## config.mk

```make
export PLATFORM = sky130hd
export DESIGN_NAME = l2_port_arbiter_flat
export DESIGN_NICKNAME = d
export VERILOG_FILES = /design/src/rtl/lc3b_types.sv /design/src/rtl/l2_port_arbiter_if.sv /design/src/rtl/l2_port_arbiter.sv /design/src/flat_wrapper.sv
export SDC_FILE = /design/constraint.sdc
export NUM_CORES = 1
export LEC_CHECK = 0
export BUFFER_PORTS_ARGS = -buffer_cell sky130_fd_sc_hd__buf_4
export CELL_PAD_IN_SITES_DETAIL_PLACEMENT = 1
export CELL_PAD_IN_SITES_GLOBAL_PLACEMENT = 1
export CORE_AREA = 2 2 268 270
export CTS_CLUSTER_SIZE = 12
export DETAILED_ROUTE_END_ITERATION = 12
export DIE_AREA = 0 0 270 272
export PLACE_DENSITY = 0.48
export SYNTH_ARGS = -nofsm -noshare
export SYNTH_HDL_FRONTEND = slang
export SYNTH_SLANG_ARGS = --single-unit
```

## constraint.sdc

```tcl
create_clock -name clk -period 2.55 [get_ports clk]
set_clock_uncertainty 0.2 [all_clocks]
set_input_delay 0.1275 -clock clk [delete_from_list [all_inputs] [get_ports clk]]
set_output_delay 0.1275 -clock clk [all_outputs]
set_load 0.03 [all_outputs]
```

## src/rtl/lc3b_types.sv

```systemverilog
// Shared types for the L2 port arbiter: FSM state, grant id, widths and the
// saturating counter helper.
package lc3b_types;

    localparam int LC3B_LINE_W = 128;
    localparam int LC3B_ADDR_W = 16;
    localparam logic [15:0] GRANT_CNT_MAX = 16'hFFFF;

    typedef enum logic [1:0] {
        IDLE,
        I_BUSY,
        D_RD_BUSY,
        D_WR_BUSY
    } l2_arb_state_t;

    typedef enum logic {
        GNT_I = 1'b0,
        GNT_D = 1'b1
    } l2_grant_t;

    function automatic logic [15:0] sat_inc(input logic [15:0] v);
        return (v == GRANT_CNT_MAX) ? v : v + 16'd1;
    endfunction

endpackage

```

## src/rtl/l2_port_arbiter_if.sv

```systemverilog
// Cache-side and L2-side signal bundle of the arbiter. The slave modport is the
// arbiter's view; master is the surrounding caches plus L2 model.
interface l2_port_arbiter_if
    import lc3b_types::*;
#(
    parameter int ADDR_W = LC3B_ADDR_W,
    parameter int LINE_W = LC3B_LINE_W
);
    logic              icache_pmem_read;
    logic [ADDR_W-1:0] icache_pmem_address;
    logic              dcache_pmem_read;
    logic              dcache_pmem_write;
    logic [ADDR_W-1:0] dcache_pmem_address;
    logic [LINE_W-1:0] dcache_pmem_wdata;
    logic              icache_mem_resp;
    logic              dcache_mem_resp;
    logic [LINE_W-1:0] icache_mem_rdata;
    logic [LINE_W-1:0] dcache_mem_rdata;
    logic              l2_pmem_read;
    logic              l2_pmem_write;
    logic [ADDR_W-1:0] l2_pmem_address;
    logic [LINE_W-1:0] l2_pmem_wdata;
    logic              l2_pmem_resp;
    logic [LINE_W-1:0] l2_pmem_rdata;

    modport slave (
        input  icache_pmem_read, icache_pmem_address,
        input  dcache_pmem_read, dcache_pmem_write, dcache_pmem_address, dcache_pmem_wdata,
        output icache_mem_resp, dcache_mem_resp, icache_mem_rdata, dcache_mem_rdata,
        output l2_pmem_read, l2_pmem_write, l2_pmem_address, l2_pmem_wdata,
        input  l2_pmem_resp, l2_pmem_rdata
    );

    modport master (
        output icache_pmem_read, icache_pmem_address,
        output dcache_pmem_read, dcache_pmem_write, dcache_pmem_address, dcache_pmem_wdata,
        input  icache_mem_resp, dcache_mem_resp, icache_mem_rdata, dcache_mem_rdata,
        input  l2_pmem_read, l2_pmem_write, l2_pmem_address, l2_pmem_wdata,
        output l2_pmem_resp, l2_pmem_rdata
    );
endinterface

```

## src/rtl/l2_port_arbiter.sv

```systemverilog
// Registered I/D-cache arbiter for the single L2 port. Contention goes to the
// D-cache unless ARB_ROUND_ROBIN_EN is defined, which alternates grants.
module l2_port_arbiter
    import lc3b_types::*;
(
    input  logic              clk,
    input  logic              reset,
    l2_port_arbiter_if.slave  bus
);

    l2_arb_state_t            state_q;
    logic                     rd_q, wr_q;
    logic [LC3B_ADDR_W-1:0]   addr_q;
    logic [LC3B_LINE_W-1:0]   wdata_q;
    logic [15:0]              i_grant_cnt, d_grant_cnt;
    logic                     i_req, d_req, d_wr, prefer_i, gnt_i, gnt_d;

    assign i_req = bus.icache_pmem_read;
    assign d_wr  = bus.dcache_pmem_write;
    assign d_req = bus.dcache_pmem_read | d_wr;

`ifdef ARB_ROUND_ROBIN_EN
    l2_grant_t last_grant_q;
    assign prefer_i = (last_grant_q == GNT_D);
`else
    assign prefer_i = 1'b0;
`endif

    assign gnt_i = i_req & (~d_req | prefer_i);
    assign gnt_d = d_req & ~gnt_i;

    always_ff @(posedge clk) begin
        if (reset) begin
            state_q     <= IDLE;
            rd_q        <= 1'b0;
            wr_q        <= 1'b0;
            addr_q      <= '0;
            wdata_q     <= '0;
            i_grant_cnt <= '0;
            d_grant_cnt <= '0;
`ifdef ARB_ROUND_ROBIN_EN
            last_grant_q <= GNT_D;
`endif
        end else begin
            unique case (state_q)
                IDLE: begin
                    if (gnt_i) begin
                        state_q     <= I_BUSY;
                        rd_q        <= 1'b1;
                        wr_q        <= 1'b0;
                        addr_q      <= bus.icache_pmem_address;
                        i_grant_cnt <= sat_inc(i_grant_cnt);
`ifdef ARB_ROUND_ROBIN_EN
                        last_grant_q <= GNT_I;
`endif
                    end else if (gnt_d) begin
                        // read+write together is a write-back
                        state_q     <= d_wr ? D_WR_BUSY : D_RD_BUSY;
                        rd_q        <= ~d_wr;
                        wr_q        <= d_wr;
                        addr_q      <= bus.dcache_pmem_address;
                        wdata_q     <= bus.dcache_pmem_wdata;
                        d_grant_cnt <= sat_inc(d_grant_cnt);
`ifdef ARB_ROUND_ROBIN_EN
                        last_grant_q <= GNT_D;
`endif
                    end
                end
                default: begin
                    if (bus.l2_pmem_resp) begin
                        state_q <= IDLE;
                        rd_q    <= 1'b0;
                        wr_q    <= 1'b0;
                    end
                end
            endcase
        end
    end

    assign bus.l2_pmem_read     = rd_q;
    assign bus.l2_pmem_write    = wr_q;
    assign bus.l2_pmem_address  = addr_q;
    assign bus.l2_pmem_wdata    = wdata_q;
    assign bus.icache_mem_resp  = (state_q == I_BUSY) & bus.l2_pmem_resp;
    assign bus.dcache_mem_resp  = ((state_q == D_RD_BUSY) | (state_q == D_WR_BUSY)) & bus.l2_pmem_resp;
    assign bus.icache_mem_rdata = bus.l2_pmem_rdata;
    assign bus.dcache_mem_rdata = bus.l2_pmem_rdata;

endmodule
```

## src/flat_wrapper.sv

```systemverilog
// flat-port wrapper written by rule: the top's interface ports become plain ports
module l2_port_arbiter_flat import lc3b_types::*;
  (clk, reset, bus_icache_pmem_read, bus_icache_pmem_address, bus_dcache_pmem_read, bus_dcache_pmem_write, bus_dcache_pmem_address, bus_dcache_pmem_wdata, bus_icache_mem_resp, bus_dcache_mem_resp, bus_icache_mem_rdata, bus_dcache_mem_rdata, bus_l2_pmem_read, bus_l2_pmem_write, bus_l2_pmem_address, bus_l2_pmem_wdata, bus_l2_pmem_resp, bus_l2_pmem_rdata);
  l2_port_arbiter_if bus_i ();
  input  logic clk;
  input  logic reset;
  input wire logic [$bits(bus_i.icache_pmem_read)-1:0] bus_icache_pmem_read;
  input wire logic [$bits(bus_i.icache_pmem_address)-1:0] bus_icache_pmem_address;
  input wire logic [$bits(bus_i.dcache_pmem_read)-1:0] bus_dcache_pmem_read;
  input wire logic [$bits(bus_i.dcache_pmem_write)-1:0] bus_dcache_pmem_write;
  input wire logic [$bits(bus_i.dcache_pmem_address)-1:0] bus_dcache_pmem_address;
  input wire logic [$bits(bus_i.dcache_pmem_wdata)-1:0] bus_dcache_pmem_wdata;
  output wire logic [$bits(bus_i.icache_mem_resp)-1:0] bus_icache_mem_resp;
  output wire logic [$bits(bus_i.dcache_mem_resp)-1:0] bus_dcache_mem_resp;
  output wire logic [$bits(bus_i.icache_mem_rdata)-1:0] bus_icache_mem_rdata;
  output wire logic [$bits(bus_i.dcache_mem_rdata)-1:0] bus_dcache_mem_rdata;
  output wire logic [$bits(bus_i.l2_pmem_read)-1:0] bus_l2_pmem_read;
  output wire logic [$bits(bus_i.l2_pmem_write)-1:0] bus_l2_pmem_write;
  output wire logic [$bits(bus_i.l2_pmem_address)-1:0] bus_l2_pmem_address;
  output wire logic [$bits(bus_i.l2_pmem_wdata)-1:0] bus_l2_pmem_wdata;
  input wire logic [$bits(bus_i.l2_pmem_resp)-1:0] bus_l2_pmem_resp;
  input wire logic [$bits(bus_i.l2_pmem_rdata)-1:0] bus_l2_pmem_rdata;
  assign bus_i.icache_pmem_read = bus_icache_pmem_read;
  assign bus_i.icache_pmem_address = bus_icache_pmem_address;
  assign bus_i.dcache_pmem_read = bus_dcache_pmem_read;
  assign bus_i.dcache_pmem_write = bus_dcache_pmem_write;
  assign bus_i.dcache_pmem_address = bus_dcache_pmem_address;
  assign bus_i.dcache_pmem_wdata = bus_dcache_pmem_wdata;
  assign bus_icache_mem_resp = bus_i.icache_mem_resp;
  assign bus_dcache_mem_resp = bus_i.dcache_mem_resp;
  assign bus_icache_mem_rdata = bus_i.icache_mem_rdata;
  assign bus_dcache_mem_rdata = bus_i.dcache_mem_rdata;
  assign bus_l2_pmem_read = bus_i.l2_pmem_read;
  assign bus_l2_pmem_write = bus_i.l2_pmem_write;
  assign bus_l2_pmem_address = bus_i.l2_pmem_address;
  assign bus_l2_pmem_wdata = bus_i.l2_pmem_wdata;
  assign bus_i.l2_pmem_resp = bus_l2_pmem_resp;
  assign bus_i.l2_pmem_rdata = bus_l2_pmem_rdata;
  l2_port_arbiter u_core (.clk(clk), .reset(reset), .bus(bus_i));
endmodule
```

==> metrics list <==
- Result of the run: complete, no violations
- Global routing consumed, on the met2 layer, 14.23% of the routing resources.
* Detailed-placement wirelength estimate: 20420 µm
* Setup slack of the critical path after layout: 0.1951 ns
- The synthesized design spends more area on one cell type than any other, namely sky130_fd_sc_hd__dfxtp_1.
* Kind of critical path: flop to flop
- Post-detailed-route via-to-cell ratio: 3.527
- Setup bufs post-CTS: 0
- Port Buf Inserts: 313
* Max Root-Sink Buffers: 2
- During I/O placement, the number of pins put on the boundary was 698.
- In this run the mean area of a mapped cell was 8.000 µm².
* Count of clock tree sinks: 148
* DRC violations left: 0
- CTS tree: done
- Worst path bufs/invs: 2
- Final Non-Filler Cells: 2134
- Pre-CTS setup slack: 0.6911 ns
* Number of global-route vias before repair: 8050
* Yosys synthesis warning count: 0
- Entering global routing, the biggest net connects 145 pins.
- Layout overhead on the synthesized area: 50.90%
- Setup violations remaining at the end of the flow were counted as 0.
- Hold Vio Cnt, Final: 0
- In this run the worst hold path is classified as input pin to output pin.
- The global routing stage identified its most utilized layer as met2.
- Highest ir drop seen on vdd: 0.3743 mV
- Initial Utilization: 11.01%
- Number of detailed-route iterations in the first pass: 4
- The kind of cell with the highest combined delay along the critical path is buffers and inverters.
* Stage delay of the slowest cell on the critical path: 0.58 ns
- By area the synthesized netlist is led by sky130_fd_sc_hd__dfxtp_1 (38%), sky130_fd_sc_hd__buf_4 (25%), sky130_fd_sc_hd__o21ai_0 (10%).
* Number of DRC violations after detailed-routing iteration 0: 250
- After synthesis the netlist holds a flip-flop and latch count of 148.
- The die covers 73440 µm².
* Clk Latency, worst-skew pair: 0.46 ns
- Cell area after placement: 9250 µm²
- For this design the ratio of total power to cell area is 626.1 nW/µm².
- Setup TNS Final: 0 ns
- In this run the static leakage power is 4.687 nW.
- The floorplan has 98 rows.
* Met3 GRT Util: 3.482%
- GRT overflow: 0
- Die span in y: 272 µm
* Total Nets Final: 1465
- Total of max-cap violations: 0
* Cts bufs inserted: 17
* Proportion of layout cells with a drive suffix above 1: 31.08%
- The most used flip-flop cell after synthesis is sky130_fd_sc_hd__dfxtp_1.
- Cell type of the slowest stage on the worst timing path: sky130_fd_sc_hd__dlygate4sd3_1
* Average wire length per cell after detail routing: 14.98 µm
- Worst setup SP type: flop
- In this run, distinct cell masters in the synthesized netlist total 25.
- First-pass GRT wire length: 48570 µm
* Synth cell count leaders: sky130_fd_sc_hd__buf_4 (258), sky130_fd_sc_hd__o21ai_0 (161), sky130_fd_sc_hd__dfxtp_1 (148)
- The final route contains 7526 vias.
- Fill cells in the final layout number 8401.
- RSZ-0062 raised after global routing: no
- Remaining antenna violation count after routing: 0
- Synthesis produced a netlist with a net count of 1268.
- Synth Instances: 974
- Walking the worst path, the cells encountered are or2_4 -> buf_12 -> o21ai_0 -> a21oi_1 -> dlygate4sd3_1.
- Of all flip-flops after synthesis, the portion carrying an async set or reset was 0%.
- Placed instance count: 1909
* Total core area: 70750 µm²
- The startpoint identified for the worst register-to-register timing path is u_core.state_q[1].
* Final cycle utilization of the critical path: 92.35%
- Clk slew on worst S/H paths: 0.07 ns
* Clock tree root driver cell: sky130_fd_sc_hd__clkbuf_16
- In this run the horizontal extent of the chip is 270 µm.
* Last weighted congestion value of the routability-driven placer: 0.7035
- The max-slew violation count was 0.
- Maximum level of the CTS H-tree: 4
- Final Cell Area: 11760 µm²
- Data arrival at the endpoint of the critical path: 2.57 ns
- The critical path starts at u_core.state_q[1].
- Final WL: 31970 µm
* Diode insertion count for antenna repair: 0
- Global routing used 8.643% of the available tracks.
- The mapped netlist covers 7792 µm².
- Met1 routing resource usage after global routing: 9.126%
* Register area share after synthesis: 38.02%
- The worst pin sits at a relative slew slack of 51.67%.
- Area share of the leading cell type in the synthesized netlist: 38.02%
* Pin slew with the least headroom to its limit: 0.7250 ns
- The clock period could shrink to 2.355 ns.
- Based on the critical path, the design can be clocked at up to 424.7 MHz.
- Worst setup EP type: flop
- Worst hold start: bus_l2_pmem_rdata[90]
* Number of enable flip-flop cells after synthesis: 0
* Most frequent cell after synthesis: sky130_fd_sc_hd__buf_4
* Required arrival time at the worst endpoint: 2.77 ns
- The initial antenna violation count was 0.
- Of all nets on the critical path, the largest fanout is 144.
[where the power goes]
part / switching [W] / total, W / internal, W
combinational: 0.00121 / 0.00210 / 0.000888
sequential: 0.000118 / 0.00265 / 0.00254
clock: 0.00120 / 0.00261 / 0.00141
[metrics by stage]
| step | power (W) | hold slack (ns) | util, % |
|---|---|---|---|
| after floorplan | 0.004453 | 0.07520 | - |
| final | 0.007362 | 0.05501 | 16.62 |
| after global placement | 0.004532 | 0.05530 | 13.07 |
| after detailed placement | 0.004561 | 0.05530 | 13.07 |
| after global routing | 0.007799 | 0.05273 | 16.62 |
| after CTS | 0.007583 | 0.01266 | 16.62 |
[path summary, 6_finish.rpt]
path	to	slack, ns	cells past startpoint
max	u_core.bus.l2_pmem_wdata[93]	0.20	5
min	bus_dcache_mem_rdata[90]	0.06	0
max reg2reg	u_core.bus.l2_pmem_wdata[93]	0.20	5
min reg2reg	u_core.bus.l2_pmem_wdata[29]	0.28	2
[logic make-up (layout without fill, tap and decap cells)]
family          after synthesis  in the layout  synth area share [%]
buf+inv                     340            550                 29.32
compound gates              309            309                 19.89
simple gates                177            177                 12.77
flops                       148            148                 38.02
[per-layer routing]
metal / up-vias / share of wire, %
li1: 3482 / -
met1: 3564 / 39
met2: 349 / 48
met3: 131 / 7.9
met4: 0 / 5.3
met5: - / 0
[state kept, by name (all words and copies together), names as in the netlist]
signal and count:
u_core.bus.l2_pmem_wdata 128, u_core.bus.l2_pmem_address 16, u_core.state_q 2, u_core.bus.l2_pmem_read 1, u_core.bus.l2_pmem_write 1
[placed cells by master, fill, tap and decap left out, drive strengths merged, types with 5 or more instances in the layout]
| cell type | n |
|---|---|
| a21oi | 130 |
| buf | 324 |
| dlygate4sd3 | 193 |
| clkbuf | 19 |
| or4b | 16 |
| nor2b | 17 |
| o21ai | 177 |
| nand3 | 130 |
| clkinv | 5 |
| dfxtp | 148 |
| inv | 5 |
[cell type report]
class | count | area (µm²) | share of cell area, %
clock buffer | 19 | 452.9 | 3.852
clock inverter | 13 | 123.9 | 1.053
inverter | 1 | 3.754 | 0.03192
multi-input combinational | 486 | 2562 | 21.79
sequential | 148 | 2963 | 25.20
tap | 950 | 1189 | 10.11
timing repair buffer | 517 | 4464 | 37.97
[repair_timing]
item	in CTS	in global routing
hold buffers	193	0
gates resized for setup	0	0
endpoints found under the hold margin	148	0
Note: power is estimated with default switching activity, not from simulation.
